$ cat src/rtl/uart_tx_drain.sv
// UART transmitter that pops one word from an upstream FIFO and serialises it
// as start / data (LSB first) / optional parity / stop bits on a registered tx line.
//
// state    | meaning
// ---------+--------------------------------------------------
// S_IDLE   | line high, pop the FIFO head as soon as it is non-empty
// S_START  | start bit (tx low) for one bit period
// S_DATA   | DBIT data bits, LSB first, one bit period each
// S_PARITY | optional parity bit, one bit period
// S_STOP   | STOP_BITS stop bits (tx high); done tick in the last cycle
module uart_tx_drain #(
  parameter int DBIT         = 8,
  parameter int CLKS_PER_BIT = 434,
  parameter int PARITY       = 0,
  parameter int STOP_BITS    = 1
) (
  input  logic            clk,
  input  logic            reset,
  input  logic            empty,
  input  logic [DBIT-1:0] r_data,
  output logic            rd,
  output logic            tx,
  output logic            tx_busy,
  output logic            tx_done_tick
);

  localparam int TW = $clog2(CLKS_PER_BIT);
  localparam int BW = $clog2(DBIT + 1);
  localparam logic [TW-1:0] TICK_LAST = TW'(CLKS_PER_BIT - 1);
  localparam logic [BW-1:0] DATA_LAST = BW'(DBIT - 1);
  localparam logic [BW-1:0] STOP_LAST = BW'(STOP_BITS - 1);

  typedef enum logic [2:0] {
    S_IDLE,
    S_START,
    S_DATA,
    S_PARITY,
    S_STOP
  } state_t;

  state_t          state_q, state_d;
  logic [TW-1:0]   tick_q, tick_d;
  logic [BW-1:0]   bit_q, bit_d;
  logic [DBIT-1:0] sreg_q, sreg_d;
  logic            par_q, par_d;
  logic            tx_q, tx_d;
  logic            tick_last;

  always_ff @(posedge clk or negedge reset) begin
    if (!reset) begin
      state_q <= S_IDLE;
      tick_q  <= '0;
      bit_q   <= '0;
      sreg_q  <= '0;
      par_q   <= 1'b0;
      tx_q    <= 1'b1;
    end else begin
      state_q <= state_d;
      tick_q  <= tick_d;
      bit_q   <= bit_d;
      sreg_q  <= sreg_d;
      par_q   <= par_d;
      tx_q    <= tx_d;
    end
  end

  always_comb begin
    state_d      = state_q;
    tick_d       = tick_q;
    bit_d        = bit_q;
    sreg_d       = sreg_q;
    par_d        = par_q;
    rd           = 1'b0;
    tx_done_tick = 1'b0;
    tick_last    = (tick_q == TICK_LAST);

    case (state_q)
      S_IDLE: begin
        if (!empty && reset) begin
          rd      = 1'b1;
          sreg_d  = r_data;
          par_d   = ^r_data;
          bit_d   = '0;
          tick_d  = '0;
          state_d = S_START;
        end
      end
      S_START: begin
        if (tick_last) begin
          tick_d  = '0;
          state_d = S_DATA;
        end else begin
          tick_d = tick_q + 1'b1;
        end
      end
      S_DATA: begin
        if (tick_last) begin
          tick_d = '0;
          sreg_d = sreg_q >> 1;
          if (bit_q == DATA_LAST) begin
            bit_d   = '0;
            state_d = (PARITY != 0) ? S_PARITY : S_STOP;
          end else begin
            bit_d = bit_q + 1'b1;
          end
        end else begin
          tick_d = tick_q + 1'b1;
        end
      end
      S_PARITY: begin
        if (tick_last) begin
          tick_d  = '0;
          bit_d   = '0;
          state_d = S_STOP;
        end else begin
          tick_d = tick_q + 1'b1;
        end
      end
      S_STOP: begin
        if (tick_last) begin
          tick_d = '0;
          if (bit_q == STOP_LAST) begin
            tx_done_tick = 1'b1;
            state_d      = S_IDLE;
          end else begin
            bit_d = bit_q + 1'b1;
          end
        end else begin
          tick_d = tick_q + 1'b1;
        end
      end
      default: state_d = S_IDLE;
    endcase

    // tx is driven from the next state so the line register changes on the
    // same edge as the state and never glitches
    case (state_d)
      S_START:  tx_d = 1'b0;
      S_DATA:   tx_d = sreg_d[0];
      S_PARITY: tx_d = (PARITY == 2) ? par_d : ~par_d;
      default:  tx_d = 1'b1;
    endcase
  end

  assign tx      = tx_q;
  assign tx_busy = (state_q != S_IDLE);

endmodule

$ cat config.mk
export PLATFORM = sky130hd
export DESIGN_NAME = uart_tx_drain
export DESIGN_NICKNAME = d
export VERILOG_FILES = /design/src/rtl/uart_tx_drain.sv
export SDC_FILE = /design/constraint.sdc
export NUM_CORES = 1
export LEC_CHECK = 0
export ABC_AREA = 1
export ABC_CLOCK_PERIOD_IN_PS = 1290
export CAP_MARGIN = 20
export CORE_UTILIZATION = 51
export DETAILED_ROUTE_END_ITERATION = 7
export PLACE_DENSITY_LB_ADDON = 0.12
export SLEW_MARGIN = 20
export SYNTH_ARGS = -nofsm -noshare
export SYNTH_HDL_FRONTEND = slang
export SYNTH_SLANG_ARGS = --single-unit
$ cat constraint.sdc
create_clock -name clk -period 1.29 [get_ports clk]
set_input_delay 0.129 -clock clk [delete_from_list [all_inputs] [get_ports clk]]
set_output_delay 0.129 -clock clk [all_outputs]
set_load 0.02 [all_outputs]
# Word-level counts from Yosys, hierarchy flattened
# Index checks and enable logic that the tools add are counted.
[classes] addsub=2 n_eq_ne=14 mux=29 bitwise=1 n_reduce_logical=13
[op_table] cell="4-bit two-way mux" count=6
[op_table] cell="3-bit two-way mux" count=7
[op_table] cell="9-bit two-way mux" count=2
[op_table] cell="9-bit case mux with 2 select lines" count=1
[op_table] cell="8-bit two-way mux" count=2
[op_table] cell="4-bit case mux with 4 select lines" count=1
[op_table] cell="8-bit case mux with 2 select lines" count=1
[op_table] cell="3-bit case mux with 5 select lines" count=1
[op_table] cell="3-bit by 2-bit == test with 1-bit output, second input constant" count=4
[op_table] cell="2-bit != test, second input constant" count=5
[op_table] cell="9-bit by 1-bit adder with 9-bit output, second input constant" count=1
[op_table] cell="9-bit == test, second input constant" count=1
[op_table] cell="8-bit parity" count=1
[op_table] cell="1-bit two-way mux" count=7
[op_table] cell="3-bit by 1-bit == test with 1-bit output, second input constant" count=2
[op_table] cell="6-bit AND reduction" count=1
[op_table] cell="4-bit by 1-bit adder with 4-bit output, second input constant" count=1
[op_table] cell="4-bit by 3-bit == test with 1-bit output, second input constant" count=1
[op_table] cell="4-bit zero test" count=1
[op_table] cell="2-bit nonzero test" count=2
[op_table] cell="4-bit nonzero test" count=1
[op_table] cell="4-bit OR reduction" count=1
[op_table] cell="3-bit == test, second input constant" count=1
[op_table] cell="3-bit zero test" count=1
[op_table] cell="7 further kinds" count=7
[word_totals] reg_bits=26 inputBits=11 out_inout_bits=4 word_cells=66

# Longest topological paths before layout
[logic_depth] word_depth=6 depth_mapped=11 ltp_nobuf=11

# Least setup slack after synthesis
# No wires, ideal clock.
[synth_timing] path_kind="register -> register" from="reg state_q[0]" to="reg tx_q (netlist: tx)" arrival_time_ps=1363 t_required_ps=1214 slack_ps=-149 path_stages_with_launch=8 n_path_buf=1 period_less_slack_ps=1439 path_cell_list="dfrtp_1 > nor2_4 > nand2_2 > nor2_8 > buf_4 > nand3_1 > nand3_1 > nand2_1"
[synth_via] elab_chain_len=5 word_cells_on_any_way=20 cone_classes="7 x eq/ne; 11 x mux; 1 x bitwise; 1 x reduce/logical"
[synth_rtl] element="start, declared" line_no="41" rtl="state_t state_q, state_d;"
[synth_rtl] element="start signal, assigned" line_no="58" rtl="state_q <= state_d;"
[synth_rtl] element="3-bit two-way mux (on tied branches)" line_no="122, 100"
[synth_rtl] element="3-bit two-way mux (on tied branches)" line_no="120, 97"
[synth_rtl] element="3-bit case mux with 5 select lines" line_no="77" rtl="case (state_q)"
[synth_rtl] element="3-bit by 2-bit == test with 1-bit output or 3-bit by 1-bit == test with 1-bit output (tied branches)" line_no="137" rtl="case (state_d)"
[synth_rtl] element="1-bit case mux with 3 select lines *" line_no="137"
[synth_rtl] element="net tx_d" line_no="46" rtl="logic tx_q, tx_d;"
[synth_rtl] element="end signal, assigned" line_no="63" rtl="tx_q <= tx_d;"
[synth_rtl] element="end, declared" line_no="46"
# Mark *: on every way through the listed nets, which the timed path passes. The rest lies on a longest branch.
# A chain may end at the register's enable or synchronous reset.

# Worst setup path after layout
[layout_timing] from="reg tick_q[2]" to="out tx_done_tick"
[layout_via] elab_chain_len=3
[layout_rtl] element="start, declared" line_no="42" rtl="logic [TW-1:0] tick_q, tick_d;"
[layout_rtl] element="start signal, assigned" line_no="59" rtl="tick_q <= tick_d;"
[layout_rtl] element="9-bit == test" line_no="75" rtl="tick_last = (tick_q == TICK_LAST);"
[layout_rtl] element="1-bit two-way mux" line_no="120" rtl="if (tick_last) begin"
[layout_rtl] element="1-bit two-way mux" line_no="77"
[layout_rtl] element="end, declared" line_no="24" rtl="output logic tx_done_tick"
# Every way passes these cells.

==> impl_metrics.sql <==
INSERT INTO impl_metrics (metric_group, metric, value, unit) VALUES
('power_and_ir_drop', 'total_power', '3.05', 'mW'),
('global_route', 'grt.overflow.total', '0', ''),
('logic_synthesis', 'prevailing_post_synth_register_cell', 'sky130_fd_sc_hd__dfrtp_1', ''),
('critical_path', 'r2r.worst_path.cells', '9', ''),
('run_status', 'failed_checks', 'setup timing', ''),
('floorplan', 'die-area', '3450', 'sq um'),
('cts', 'cts.htree.levels', '1', ''),
('critical_path', 'slowest_delay', '0.42', 'ns'),
('detailed_routing', 'drt-wirelength-per-cell', '18.2', 'um'),
('global_route', 'grt_start_max_net_pins', '27', ''),
('detailed_routing', 'wl', '6070', 'um'),
('global_route', 'grt_antenna_before_repair', '0', ''),
('sta', 'final.setup.worst_slack', '-0.454', 'ns'),
('run_status', 'run_status', 'finished with violations', ''),
('sta', 'finalHoldViolCount', '0', ''),
('sta', 'finalMaxSlewViolations', '0', ''),
('floorplan', 'initial_core_util', '53.7', '%'),
('cts', 'clock_tree.root_cell', 'sky130_fd_sc_hd__clkbuf_4', ''),
('power_and_ir_drop', 'p_leak', '1.29', 'nW'),
('logic_synthesis', 'syn_nets', '226', ''),
('global_route', 'grt.total_usage', '29.5', '%'),
('critical_path', 'startpoint_type', 'register', ''),
('cts', 'cts_tree', 'built', ''),
('detailed_routing', 'detailedRoute.firstPassIterationCount', '4', ''),
('detailed_routing', 'dr.first_iter.drc_count', '109', ''),
('logic_synthesis', 'number_of_flops_mapped_to_enable_cells_by_yosys', '0', ''),
('logic_synthesis', 'yosysMostFrequentCell', 'sky130_fd_sc_hd__nand2_1', ''),
('power_and_ir_drop', 'power_density', '1100', 'nW/um^2'),
('logic_synthesis', 'synth_area', '1640', 'sq um'),
('floorplan', 'die_width', '58.7', 'um'),
('flow_run', 'count_of_maximum_capacitance_violations', '0', ''),
('global_route', 'global_route_wire_length_before_repair', '7570', 'um'),
('finish', 'area.sequential', '652', 'sq um'),
('detailed_routing', 'dr_total_vias', '1836', ''),
('finish', 'count_of_filler_cells_inserted_in_the_layout', '122', ''),
('critical_path', 'critical-path-top-delay-family', 'simple AND/OR/NAND/NOR gates', ''),
('finish', 'multi_input_comb_area', '1260', 'sq um'),
('critical_path', 'timing.critical_path.fanout_max', '2', ''),
('placement', 'hpwl', '3050', 'um'),
('critical_path', 'worst_path_most_repeated_cell', 'sky130_fd_sc_hd__inv_2', ''),
('power_and_ir_drop', 'worst_ir_drop_vdd', '1.10', 'mV'),
('sta', 'worst-slew-pin-transition', '0.333', 'ns'),
('logic_synthesis', 'synth.largest_area_cell', 'sky130_fd_sc_hd__dfrtp_1', ''),
('critical_path', 'regToRegEndpoint', 'sreg_q[2]', ''),
('critical_path', 'critPathCaptureType', 'primary output', ''),
('logic_synthesis', 'post_synth_most_frequent_cells', 'sky130_fd_sc_hd__nand2_1 (62), sky130_fd_sc_hd__dfrtp_1 (25), sky130_fd_sc_hd__nor2_1 (20)', ''),
('worst_hold_path', 'worst_hold_path_type', 'primary input to async pin', ''),
('finish', 'syn_to_final_growth', '69.2', '%'),
('sta', 'setup_viol', '29', ''),
('critical_path', 'crit_buf_inv', '3', ''),
('logic_synthesis', 'synth_seq_area_share', '39.7', '%'),
('finish', 'fin_util', '90.9', '%'),
('placement', 'place.detailed.instances', '318', ''),
('logic_synthesis', 'syn-mean-instance-area', '7.77', 'sq um'),
('critical_path', 'worst_setup_path_startpoint', 'tick_q[2]', ''),
('critical_path', 'rrSetupSlack', '-0.41', 'ns'),
('floorplan', 'die_h', '58.7', 'um'),
('floorplan', 'std_cell_rows', '20', ''),
('logic_synthesis', 'synthDominantCellAreaShare', '38.1', '%'),
('detailed_routing', 'route.detailed.vias_per_inst', '5.51', ''),
('detailed_routing', 'drc', '0', ''),
('detailed_routing', 'route.antenna.remaining_nets', '0', ''),
('sta', 'period_minus_slack', '1.74', 'ns'),
('cts', 'insertion_delay', '0.35', 'ns'),
('cts', 'clkSlewWorstSetupHoldPaths', '0.16', 'ns'),
('floorplan', 'core-area', '3050', 'sq um'),
('placement', 'gp_routability_congestion', '0.871', ''),
('cts', 'maximum_root_to_sink_buffer_count', '2', ''),
('logic_synthesis', 'synth.ff_latch_count', '26', ''),
('logic_synthesis', 'ys.warnings.count', '0', ''),
('critical_path', 'path_class', 'register to primary output', '');
[cells by family (layout without fill, tap and decap cells)]
family / Yosys count / after routing / synth area share [%]
adder cells (fa/ha/maj): 4 / 4 / 3.05
buffers and inverters: 25 / 103 / 6.10
AND/OR/NAND/NOR: 114 / 114 / 33.8
XOR/XNOR: 12 / 12 / 6.41
AO/OA/AOI/OAI: 30 / 30 / 10.9
flip-flops: 26 / 26 / 39.7
[power by group]
part           leakage, nW  internal (mW)  switching (mW)
Clock               0.0210          0.174           0.279
Sequential           0.341          0.984           0.144
Combinational        0.932          0.693           0.777
Total                 1.29           1.85            1.20
[flip-flops by register name, summed over array words and instances, names as in the netlist]
| name | count |
|---|---|
| state_q | 3 |
| sreg_q | 8 |
| tick_q | 9 |
| tx | 1 |
| bit_q | 4 |
| par_q | 1 |
[layout make-up]
cell class | instances | area share, %
inverters | 24 | 3.79
multi-input cells | 160 | 45.3
well taps | 44 | 1.98
clock buffers | 4 | 1.31
repair buffers | 75 | 24.1
flip-flops and latches | 26 | 23.5
[stage by stage]
stage | setup TNS, ns | setup WS [ns] | area, sq um
2_1_floorplan | -0.930 | -0.115 | 1680
3_3_place_gp | -8.29 | -0.475 | 2240
3_5_place_dp | -8.85 | -0.517 | 2240
4_1_cts | -6.22 | -0.354 | 2440
5_1_grt | -10.40 | -0.518 | 2780
6_report | -8.55 | -0.454 | 2780
[worst reg2reg max path: cells and delay by family, from the launching register on]
family                 cells  cell delay, ns
flip-flops                 1            0.42
AO/OA/AOI/OAI              1            0.14
AND/OR/NAND/NOR            5            0.73
buffers and inverters      3            0.34
[worst max-delay path by stage]
stage                         endpoint  slack [ns]  cells past startpoint
after global routing      tx_done_tick       -0.52                      8
after floorplan               bit_q[3]       -0.12                     10
after CTS                 tx_done_tick       -0.35                      9
after detailed placement  tx_done_tick       -0.52                      9
final                     tx_done_tick       -0.45                      8
after global placement    tx_done_tick       -0.47                      9
[routing by layer]
layer	wire, um	GRT usage (%)	vias to the layer above
li1	-	-	848
met2	3110	47.0	79
met4	203	14.6	0
met5	0	0	-
met3	326	3.08	22
met1	2430	40.4	887
[layout by cell type, fill, tap and decap left out, types with 2 or more instances in the layout]
master / instances
sky130_fd_sc_hd__o21ai_1: 5
sky130_fd_sc_hd__a22oi_2: 4
sky130_fd_sc_hd__a21oi_1: 3
sky130_fd_sc_hd__nand2_1: 40
sky130_fd_sc_hd__o21ai_2: 4
sky130_fd_sc_hd__nand3b_1: 2
sky130_fd_sc_hd__nand2_2: 15
sky130_fd_sc_hd__inv_1: 14
sky130_fd_sc_hd__dfrtp_1: 25
sky130_fd_sc_hd__nand3_2: 4
sky130_fd_sc_hd__xnor2_1: 5
sky130_fd_sc_hd__nor2_2: 4
sky130_fd_sc_hd__clkdlybuf4s50_1: 10
sky130_fd_sc_hd__nand3_1: 7
sky130_fd_sc_hd__buf_4: 44
sky130_fd_sc_hd__a21oi_2: 4
sky130_fd_sc_hd__buf_6: 19
sky130_fd_sc_hd__nand2_8: 3
sky130_fd_sc_hd__clkbuf_4: 3
sky130_fd_sc_hd__nor2_1: 11
sky130_fd_sc_hd__xor2_1: 6
sky130_fd_sc_hd__nand2_4: 8
sky130_fd_sc_hd__ha_4: 2
sky130_fd_sc_hd__nor2_4: 11
sky130_fd_sc_hd__o21a_1: 2
sky130_fd_sc_hd__nor2_8: 2
sky130_fd_sc_hd__inv_2: 7
sky130_fd_sc_hd__nand3_4: 4
sky130_fd_sc_hd__a22oi_1: 3
[what timing repair did]
action,in CTS,in global routing
setup buffers,5,7
pin swaps,16,31
gates cloned,0,0
gates resized for setup,53,71
hold endpoints to repair,0,0
endpoints found under the setup margin,30,30
Note: power is estimated with default switching activity, not from simulation.
